[src/rtl/hex_scan_ctrl_pkg.sv]
`default_nettype none
// ============================================================================
//  Module      : hex_scan_ctrl_pkg
//  Description : Shared state encoding and display-select constants for the
//                hex display scan sequencer.
//  Revision    : 1.0 - initial release
// ============================================================================
package hex_scan_ctrl_pkg;

    localparam logic [1:0] C_ST_READ_REQ  = 2'd0;
    localparam logic [1:0] C_ST_READ_WAIT = 2'd1;
    localparam logic [1:0] C_ST_SHOW_ADDR = 2'd2;
    localparam logic [1:0] C_ST_SHOW_DATA = 2'd3;

    typedef enum logic [1:0] {
        READ_REQ  = C_ST_READ_REQ,
        READ_WAIT = C_ST_READ_WAIT,
        SHOW_ADDR = C_ST_SHOW_ADDR,
        SHOW_DATA = C_ST_SHOW_DATA
    } scan_state_t;

    localparam logic [10:0] SEL_ADDR = 11'd0;
    localparam logic [10:0] SEL_DATA = 11'd1;

    localparam logic [31:0] ERR_WORD_DEFAULT = 32'hDEAD_BEEF;

endpackage
`default_nettype wire

[src/rtl/hex_scan_ctrl_dwell_timer.sv]
`default_nettype none
// ============================================================================
//  Module      : dwell_timer
//  Description : Loadable up-counter with enable and clear. Wraps to zero
//                after reaching the terminal value; term is high in an
//                enabled cycle whose count equals the terminal value.
//  Revision    : 1.0 - initial release
// ============================================================================
import hex_scan_ctrl_pkg::*;

module dwell_timer #(
    parameter int WIDTH = 26
) (
    input  logic             clk,
    input  logic             reset,
    input  logic             clear,
    input  logic             enable,
    input  logic             load,
    input  logic [WIDTH-1:0] load_value,
    input  logic [WIDTH-1:0] terminal,
    output logic             term
);

    logic [WIDTH-1:0] r_count;

    // Count while enabled; clear has priority over load, load over counting.
    always_ff @(posedge clk) begin
        if (reset || clear) begin
            r_count <= '0;
        end else if (load) begin
            r_count <= load_value;
        end else if (enable) begin
            r_count <= (r_count == terminal) ? '0 : r_count + 1'b1;
        end
    end

    assign term = enable && (r_count == terminal);

endmodule
`default_nettype wire

[src/rtl/hex_scan_ctrl.sv]
`default_nettype none
// ============================================================================
//  Module      : hex_scan_ctrl
//  Description : Debug display sequencer. Reads each register through the
//                debug port, latches it, then shows the address view followed
//                by the data view, advancing on a dwell timer or step pulse.
//  Revision    : 1.0 - initial release
// ============================================================================
import hex_scan_ctrl_pkg::*;

module hex_scan_ctrl #(
    parameter int          DWELL_CYCLES = 50000000,
    parameter int          NUM_REGS     = 64,
    parameter int          RD_TIMEOUT   = 15,
    parameter logic [31:0] ERR_WORD     = ERR_WORD_DEFAULT
) (
    input  logic        clk,
    input  logic        reset,
    input  logic        auto_mode,
    input  logic        step,
    input  logic        pause,
    output logic        dbg_rd_req,
    output logic [5:0]  dbg_rd_addr,
    input  logic        dbg_rd_valid,
    input  logic [31:0] dbg_rd_data,
    output logic [10:0] sel,
    output logic [5:0]  rf_a,
    output logic [5:0]  rf_b,
    output logic [5:0]  rf_c,
    output logic [31:0] ra_data,
    output logic        rd_err
);

    localparam int                   c_dwell_w    = $clog2(DWELL_CYCLES);
    localparam logic [c_dwell_w-1:0] c_dwell_term = c_dwell_w'(DWELL_CYCLES - 1);
    localparam int                   c_to_w       = $clog2(RD_TIMEOUT + 1);
    localparam logic [c_to_w-1:0]    c_to_limit   = c_to_w'(RD_TIMEOUT - 1);
    localparam logic [5:0]           c_last_idx   = 6'(NUM_REGS - 1);

    scan_state_t       r_state;
    scan_state_t       w_state_next;
    logic [5:0]        r_index;
    logic              r_req;
    logic [10:0]       r_sel;
    logic [31:0]       r_ra_data;
    logic              r_rd_err;
    logic [c_to_w-1:0] r_to;

    logic [5:0]        w_index_inc;
    logic              w_in_show;
    logic              w_dwell_term;
    logic              w_advance;
    logic              w_rd_done;
    logic              w_rd_timeout;

    assign w_index_inc = (r_index == c_last_idx) ? 6'd0 : r_index + 6'd1;
    assign w_in_show   = (r_state == SHOW_ADDR) || (r_state == SHOW_DATA);
    // Step and timer expiry together still form a single advance.
    assign w_advance   = w_in_show && !pause && ((auto_mode && w_dwell_term) || step);

    // Dwell counter is frozen by pause and restarts on every advance and
    // whenever the sequencer is not showing a view.
    dwell_timer #(
        .WIDTH (c_dwell_w)
    ) u_dwell (
        .clk        (clk),
        .reset      (reset),
        .clear      (w_advance || !w_in_show),
        .enable     (w_in_show && !pause),
        .load       (1'b0),
        .load_value ({c_dwell_w{1'b0}}),
        .terminal   (c_dwell_term),
        .term       (w_dwell_term)
    );

    // Next-state decode; a valid in the last timeout cycle beats the timeout.
    always_comb begin
        w_state_next = r_state;
        w_rd_done    = 1'b0;
        w_rd_timeout = 1'b0;
        case (r_state)
            READ_REQ:  w_state_next = READ_WAIT;
            READ_WAIT: begin
                if (dbg_rd_valid) begin
                    w_rd_done    = 1'b1;
                    w_state_next = SHOW_ADDR;
                end else if (r_to == c_to_limit) begin
                    w_rd_timeout = 1'b1;
                    w_state_next = SHOW_ADDR;
                end
            end
            SHOW_ADDR: if (w_advance) w_state_next = SHOW_DATA;
            SHOW_DATA: if (w_advance) w_state_next = READ_REQ;
            default:   w_state_next = READ_REQ;
        endcase
    end

    // State, registered outputs, read latch and index advance.
    always_ff @(posedge clk) begin
        if (reset) begin
            r_state   <= READ_REQ;
            r_index   <= 6'd0;
            r_req     <= 1'b0;
            r_sel     <= SEL_ADDR;
            r_ra_data <= 32'd0;
            r_rd_err  <= 1'b0;
            r_to      <= '0;
        end else begin
            r_state <= w_state_next;
            r_req   <= (w_state_next == READ_WAIT);
            r_sel   <= (w_state_next == SHOW_DATA) ? SEL_DATA : SEL_ADDR;
            r_to    <= ((r_state == READ_WAIT) && (w_state_next == READ_WAIT))
                       ? r_to + 1'b1 : '0;
            if (w_rd_done) begin
                r_ra_data <= dbg_rd_data;
            end else if (w_rd_timeout) begin
                r_ra_data <= ERR_WORD;
                r_rd_err  <= 1'b1;
            end
            if ((r_state == SHOW_DATA) && w_advance) begin
                r_index <= w_index_inc;
            end
        end
    end

    assign dbg_rd_req  = r_req;
    assign dbg_rd_addr = r_index;
    assign sel         = r_sel;
    assign rf_a        = r_index;
    assign rf_b        = w_index_inc;
    assign rf_c        = c_last_idx;
    assign ra_data     = r_ra_data;
    assign rd_err      = r_rd_err;

endmodule
`default_nettype wire

[config.mk]
export PLATFORM = sky130hd
export DESIGN_NAME = hex_scan_ctrl
export DESIGN_NICKNAME = d
export VERILOG_FILES = /design/src/rtl/hex_scan_ctrl_pkg.sv /design/src/rtl/hex_scan_ctrl_dwell_timer.sv /design/src/rtl/hex_scan_ctrl.sv
export SDC_FILE = /design/constraint.sdc
export NUM_CORES = 1
export LEC_CHECK = 0
export BUFFER_PORTS_ARGS = -buffer_cell sky130_fd_sc_hd__buf_2
export CELL_PAD_IN_SITES_DETAIL_PLACEMENT = 0
export CELL_PAD_IN_SITES_GLOBAL_PLACEMENT = 1
export CORE_MARGIN = 5
export CORE_UTILIZATION = 36
export DETAILED_ROUTE_END_ITERATION = 16
export GPL_TIMING_DRIVEN = 0
export HOLD_SLACK_MARGIN = 0.05
export PLACE_DENSITY = 0.83
export SLEW_MARGIN = 15
export SYNTH_ARGS = -nofsm -noshare
export SYNTH_HDL_FRONTEND = slang
export SYNTH_SLANG_ARGS = --single-unit
[constraint.sdc]
create_clock -name clk -period 2.2 [get_ports clk]
set_input_delay 0 -clock clk [delete_from_list [all_inputs] [get_ports clk]]
set_output_delay 0 -clock clk [all_outputs]
set_load 0.05 [all_outputs]
==> report_table.html <==
<table>
<tr><th>Metric</th><th>Value</th></tr>
<tr><th colspan="2">Yosys</th></tr>
<tr><td>Number of enable flip-flop cells after synthesis</td><td>0</td></tr>
<tr><td>Post-synth top cells</td><td>73 x sky130_fd_sc_hd__dfxtp_1, 55 x sky130_fd_sc_hd__nor2_1, 46 x sky130_fd_sc_hd__nand2_1</td></tr>
<tr><td>Most used standard cell by instance count after synthesis</td><td>sky130_fd_sc_hd__dfxtp_1</td></tr>
<tr><td>Primary flip-flop cell chosen by synthesis mapping</td><td>sky130_fd_sc_hd__dfxtp_1</td></tr>
<tr><td>Instance count of the mapped netlist</td><td>409</td></tr>
<tr><td>Library cell occupying the most area in the post-synthesis netlist</td><td>sky130_fd_sc_hd__dfxtp_1</td></tr>
<tr><td>Ranking of synthesized cells by area</td><td>sky130_fd_sc_hd__dfxtp_1 44%, sky130_fd_sc_hd__xnor2_1 6.6%, sky130_fd_sc_hd__nor2_1 6.2%</td></tr>
<tr><td>Syn Area/Cell</td><td>8.13 µm²</td></tr>
<tr><td>Share of the yosys chip area belonging to registers</td><td>0.439</td></tr>
<tr><td>Distinct cell type count of the synthesized netlist</td><td>slightly above 40</td></tr>
<tr><td>Yosys Warn Count</td><td>0</td></tr>
<tr><td>Post-synth top area share</td><td>0.439</td></tr>
<tr><td>Asr flop ratio synth</td><td>0</td></tr>
<tr><td>Syn Std Cell Area</td><td>between 3000 and 4000 µm²</td></tr>
<tr><td>Flip-flop and latch count after synthesis</td><td>73</td></tr>
<tr><th colspan="2">Worst setup path</th></tr>
<tr><td>Crit-path max FO</td><td>10</td></tr>
<tr><td>Crit start category</td><td>flop</td></tr>
<tr><td>Largest delay contributor family on the critical path</td><td>compound AO/OA/AOI/OAI gates</td></tr>
<tr><td>Count of buffering cells on the critical path with inverters included</td><td>1</td></tr>
<tr><td>Setup CP Type</td><td>flop to flop</td></tr>
<tr><td>Crit path cell chain</td><td>ha_1 -&gt; nand4_1 -&gt; o41a_2 -&gt; o211ai_4 -&gt; buf_4 -&gt; nor2_1</td></tr>
<tr><td>Critical path arrival</td><td>2270 ps</td></tr>
<tr><td>Worst endpoint required time</td><td>2440 ps</td></tr>
<tr><td>Worst path slowest cell</td><td>sky130_fd_sc_hd__o41a_2</td></tr>
<tr><td>Kind of end point of the critical path</td><td>flop</td></tr>
<tr><td>Delay of the slowest cell on the worst path</td><td>about 560 ps</td></tr>
<tr><th colspan="2">Clock tree</th></tr>
<tr><td>Post-CTS Repair Setup Buffers</td><td>0</td></tr>
<tr><td>Clock Sinks</td><td>73</td></tr>
<tr><td>Maximum level of the CTS H-tree</td><td>3</td></tr>
<tr><td>Clock transition at the registers of the reported paths</td><td>approximately 70 ps</td></tr>
<tr><td>Clk root buf</td><td>sky130_fd_sc_hd__clkbuf_8</td></tr>
<tr><td>Total clock buffers created by CTS</td><td>9</td></tr>
<tr><td>Clk Latency, worst-skew pair</td><td>350 ps</td></tr>
<tr><td>Number of buffers on the longest clock path</td><td>2</td></tr>
<tr><td>TritonCTS clock tree</td><td>built</td></tr>
<tr><th colspan="2">Timing</th></tr>
<tr><td># setup viols final</td><td>0</td></tr>
<tr><td>RSZ-0062 raised after global routing</td><td>false</td></tr>
<tr><td>Worst slack on hold paths</td><td>97.4 ps</td></tr>
<tr><td>Final setup skew</td><td>~17 ps</td></tr>
<tr><td>Fraction of the cycle the final worst path needs</td><td>0.924</td></tr>
<tr><td>Worst-Margin Slew</td><td>~640 ps</td></tr>
<tr><td>Relative max-transition margin</td><td>0.569</td></tr>
<tr><td>Final slew viol count</td><td>0</td></tr>
<tr><td>Final worst path period need</td><td>2030 ps</td></tr>
<tr><td>Max frequency</td><td>492 MHz</td></tr>
<tr><td>Post-Route Setup TNS</td><td>0 ps</td></tr>
<tr><td>Final Hold Violating Endpoints</td><td>0</td></tr>
<tr><th colspan="2">Job</th></tr>
<tr><td>Number of maximum-capacitance constraint violations</td><td>0</td></tr>
<tr><th colspan="2">GRT</th></tr>
<tr><td>Total track usage</td><td>0.162</td></tr>
<tr><td>Vias in the first global route</td><td>3,297</td></tr>
<tr><td>Maximum number of pins on one net before global-route repair</td><td>13</td></tr>
<tr><td>Wire length of the first global-routing pass</td><td>15.0 mm</td></tr>
<tr><td>Initial antenna violation count</td><td>0</td></tr>
<tr><td>Overall overflow remaining after global route</td><td>0</td></tr>
<tr><th colspan="2">Worst hold path</th></tr>
<tr><td>Path type of the worst min-delay path</td><td>input port to flop</td></tr>
<tr><th colspan="2">Place</th></tr>
<tr><td>Placement Cell Area</td><td>3980 µm²</td></tr>
<tr><td>Count of buffers inserted at the top-level ports</td><td>90</td></tr>
<tr><td>HPWL after detailed placement</td><td>6.35 mm</td></tr>
<tr><td>Placer congestion estimate</td><td>0.778</td></tr>
<tr><th colspan="2">Final layout</th></tr>
<tr><td>Layout Cell Area excl Fill</td><td>4550 µm²</td></tr>
<tr><td>Final core utilization</td><td>0.500</td></tr>
<tr><td>Ratio of cells with drive above 1 in the final layout</td><td>0.252</td></tr>
<tr><td>Total number of nets in the final design</td><td>600</td></tr>
<tr><td>Diodes inserted</td><td>0</td></tr>
<tr><td>Synthesis-to-finish area growth</td><td>36.9%</td></tr>
<tr><td>Filler cell count in the final layout</td><td>around 890</td></tr>
<tr><th colspan="2">Floorplanning</th></tr>
<tr><td>Overall die height</td><td>106 µm</td></tr>
<tr><td>Std-Cell Rows</td><td>35</td></tr>
<tr><td>Die Area</td><td>11,300 µm²</td></tr>
<tr><td>Die outline width</td><td>106 µm</td></tr>
<tr><td>Num ports</td><td>107</td></tr>
<tr><td>Core Region</td><td>9110 µm²</td></tr>
<tr><td>Effective utilization at floorplan</td><td>0.365</td></tr>
<tr><th colspan="2">Pwr</th></tr>
<tr><td>Power density of the placed cells</td><td>648 nW/µm²</td></tr>
<tr><td>Worst vdd rail ir drop</td><td>0.357 mV</td></tr>
<tr><td>Total power consumption of the routed design</td><td>2.95 mW</td></tr>
<tr><td>Standby leakage power</td><td>1.85 nW</td></tr>
<tr><th colspan="2">Drt</th></tr>
<tr><td>Post-detailed-route count of antenna-violating nets</td><td>0</td></tr>
<tr><td>TritonRoute pass-1 iters</td><td>4</td></tr>
<tr><td>Routed via count divided by cell count</td><td>4.85</td></tr>
<tr><td>Routed via count</td><td>3,269</td></tr>
<tr><td>Remaining design rule violation count</td><td>0</td></tr>
<tr><td>Final WL</td><td>roughly 8.7 mm</td></tr>
<tr><td>Number of DRC markers after the initial detailed-route iteration</td><td>around 110</td></tr>
<tr><td>Wire length per cell</td><td>about 13 µm</td></tr>
<tr><th colspan="2">Outcome</th></tr>
<tr><td>Status</td><td>finished, final reports clean</td></tr>
</table>
[worst min-delay path: stages]
cell,delay [ps]
sky130_fd_sc_hd__buf_2,150
sky130_fd_sc_hd__inv_1,70
sky130_fd_sc_hd__a31oi_1,70
sky130_fd_sc_hd__nor3_1,110
[per-layer routing]
layer  wire length, µm  GRT usage  vias up
met5                 0          0        -
met4               113     0.0453        0
met3               704     0.0692       12
met2              4240      0.274      101
met1              3670      0.185     1498
li1                  -          -     1658
[registers in the layout, summed over array words and instances, names as in the netlist]
name / cells
dbg_rd_addr: 6
ra_data: 32
dbg_rd_req: 1
r_to: 4
u_dwell.r_count: 26
r_state: 2
rd_err: 1
sel: 1
[layout make-up]
| type | instances | area [µm²] | area share |
|---|---|---|---|
| flip-flops and latches | 73 | 1460 | 0.321 |
| clock buffers | 11 | 141 | 0.0311 |
| repair buffers | 124 | 791 | 0.174 |
| inverters | 12 | 45.0 | 0.00989 |
| plain buffers | 44 | 267 | 0.0585 |
| clock inverters | 5 | 78.8 | 0.0173 |
| multi-input cells | 294 | 1630 | 0.358 |
| well taps | 111 | 139 | 0.0305 |
[logic make-up after synthesis]
group                      after synthesis  share of synthesized area
and+or+nand+nor                        185                      0.264
DFF                                     73                      0.439
AOI/OAI and AO/OA                       59                      0.108
buffers and inverters                   56                     0.0922
xor gates and xnor gates                30                     0.0790
adders and majority gates                4                     0.0150
other                                    2                    0.00226
[cells in the final DEF (no fill, tap or decap), drive strengths merged, types with 2 or more instances in the layout]
master / instances
inv: 12
or4: 2
buf: 117
bufinv: 2
clkbuf: 28
nor3: 30
o21ai: 16
nor4: 8
and4: 3
o211ai: 2
a21oi: 16
conb: 16
nand3: 23
nand2: 46
ha: 4
clkinv: 3
nand4: 7
and2: 4
dfxtp: 73
a31oi: 15
nor2: 55
o31ai: 3
dlygate4sd3: 34
and3: 2
xnor2: 25
xor2: 5
[power breakdown]
part | internal (mW) | switching, mW | leakage [nW]
combinational | 0.144 | 0.276 | 1.15
clock | 0.668 | 0.498 | 0.113
sequential | 1.35 | 0.0145 | 0.591
[per-stage QoR]
stage	setup WS, ps	std cells
global placement	73.0	624
CTS	34.2	674
global route	8.85	674
detailed placement	52.6	624
finish	166	674
floorplan	106	423
[worst paths after layout]
path	end	slack (ps)	cells past startpoint	start
worst max-delay path	u_dwell.r_count[13]	170	6	u_dwell.r_count[0]
worst min-delay path	u_dwell.r_count[1]	100	4	pause
worst min register to register	ra_data[4]	470	2	ra_data[4]
worst max register to register	u_dwell.r_count[13]	170	6	u_dwell.r_count[0]
[what timing repair did]
action | 4_1_cts | 5_1_grt
hold buffers | 34 | 0
endpoints found under the setup margin | 0 | 20
hold endpoints to repair | 34 | 0
gates resized for setup | 0 | 6
Power figures use the tool's default switching activity.
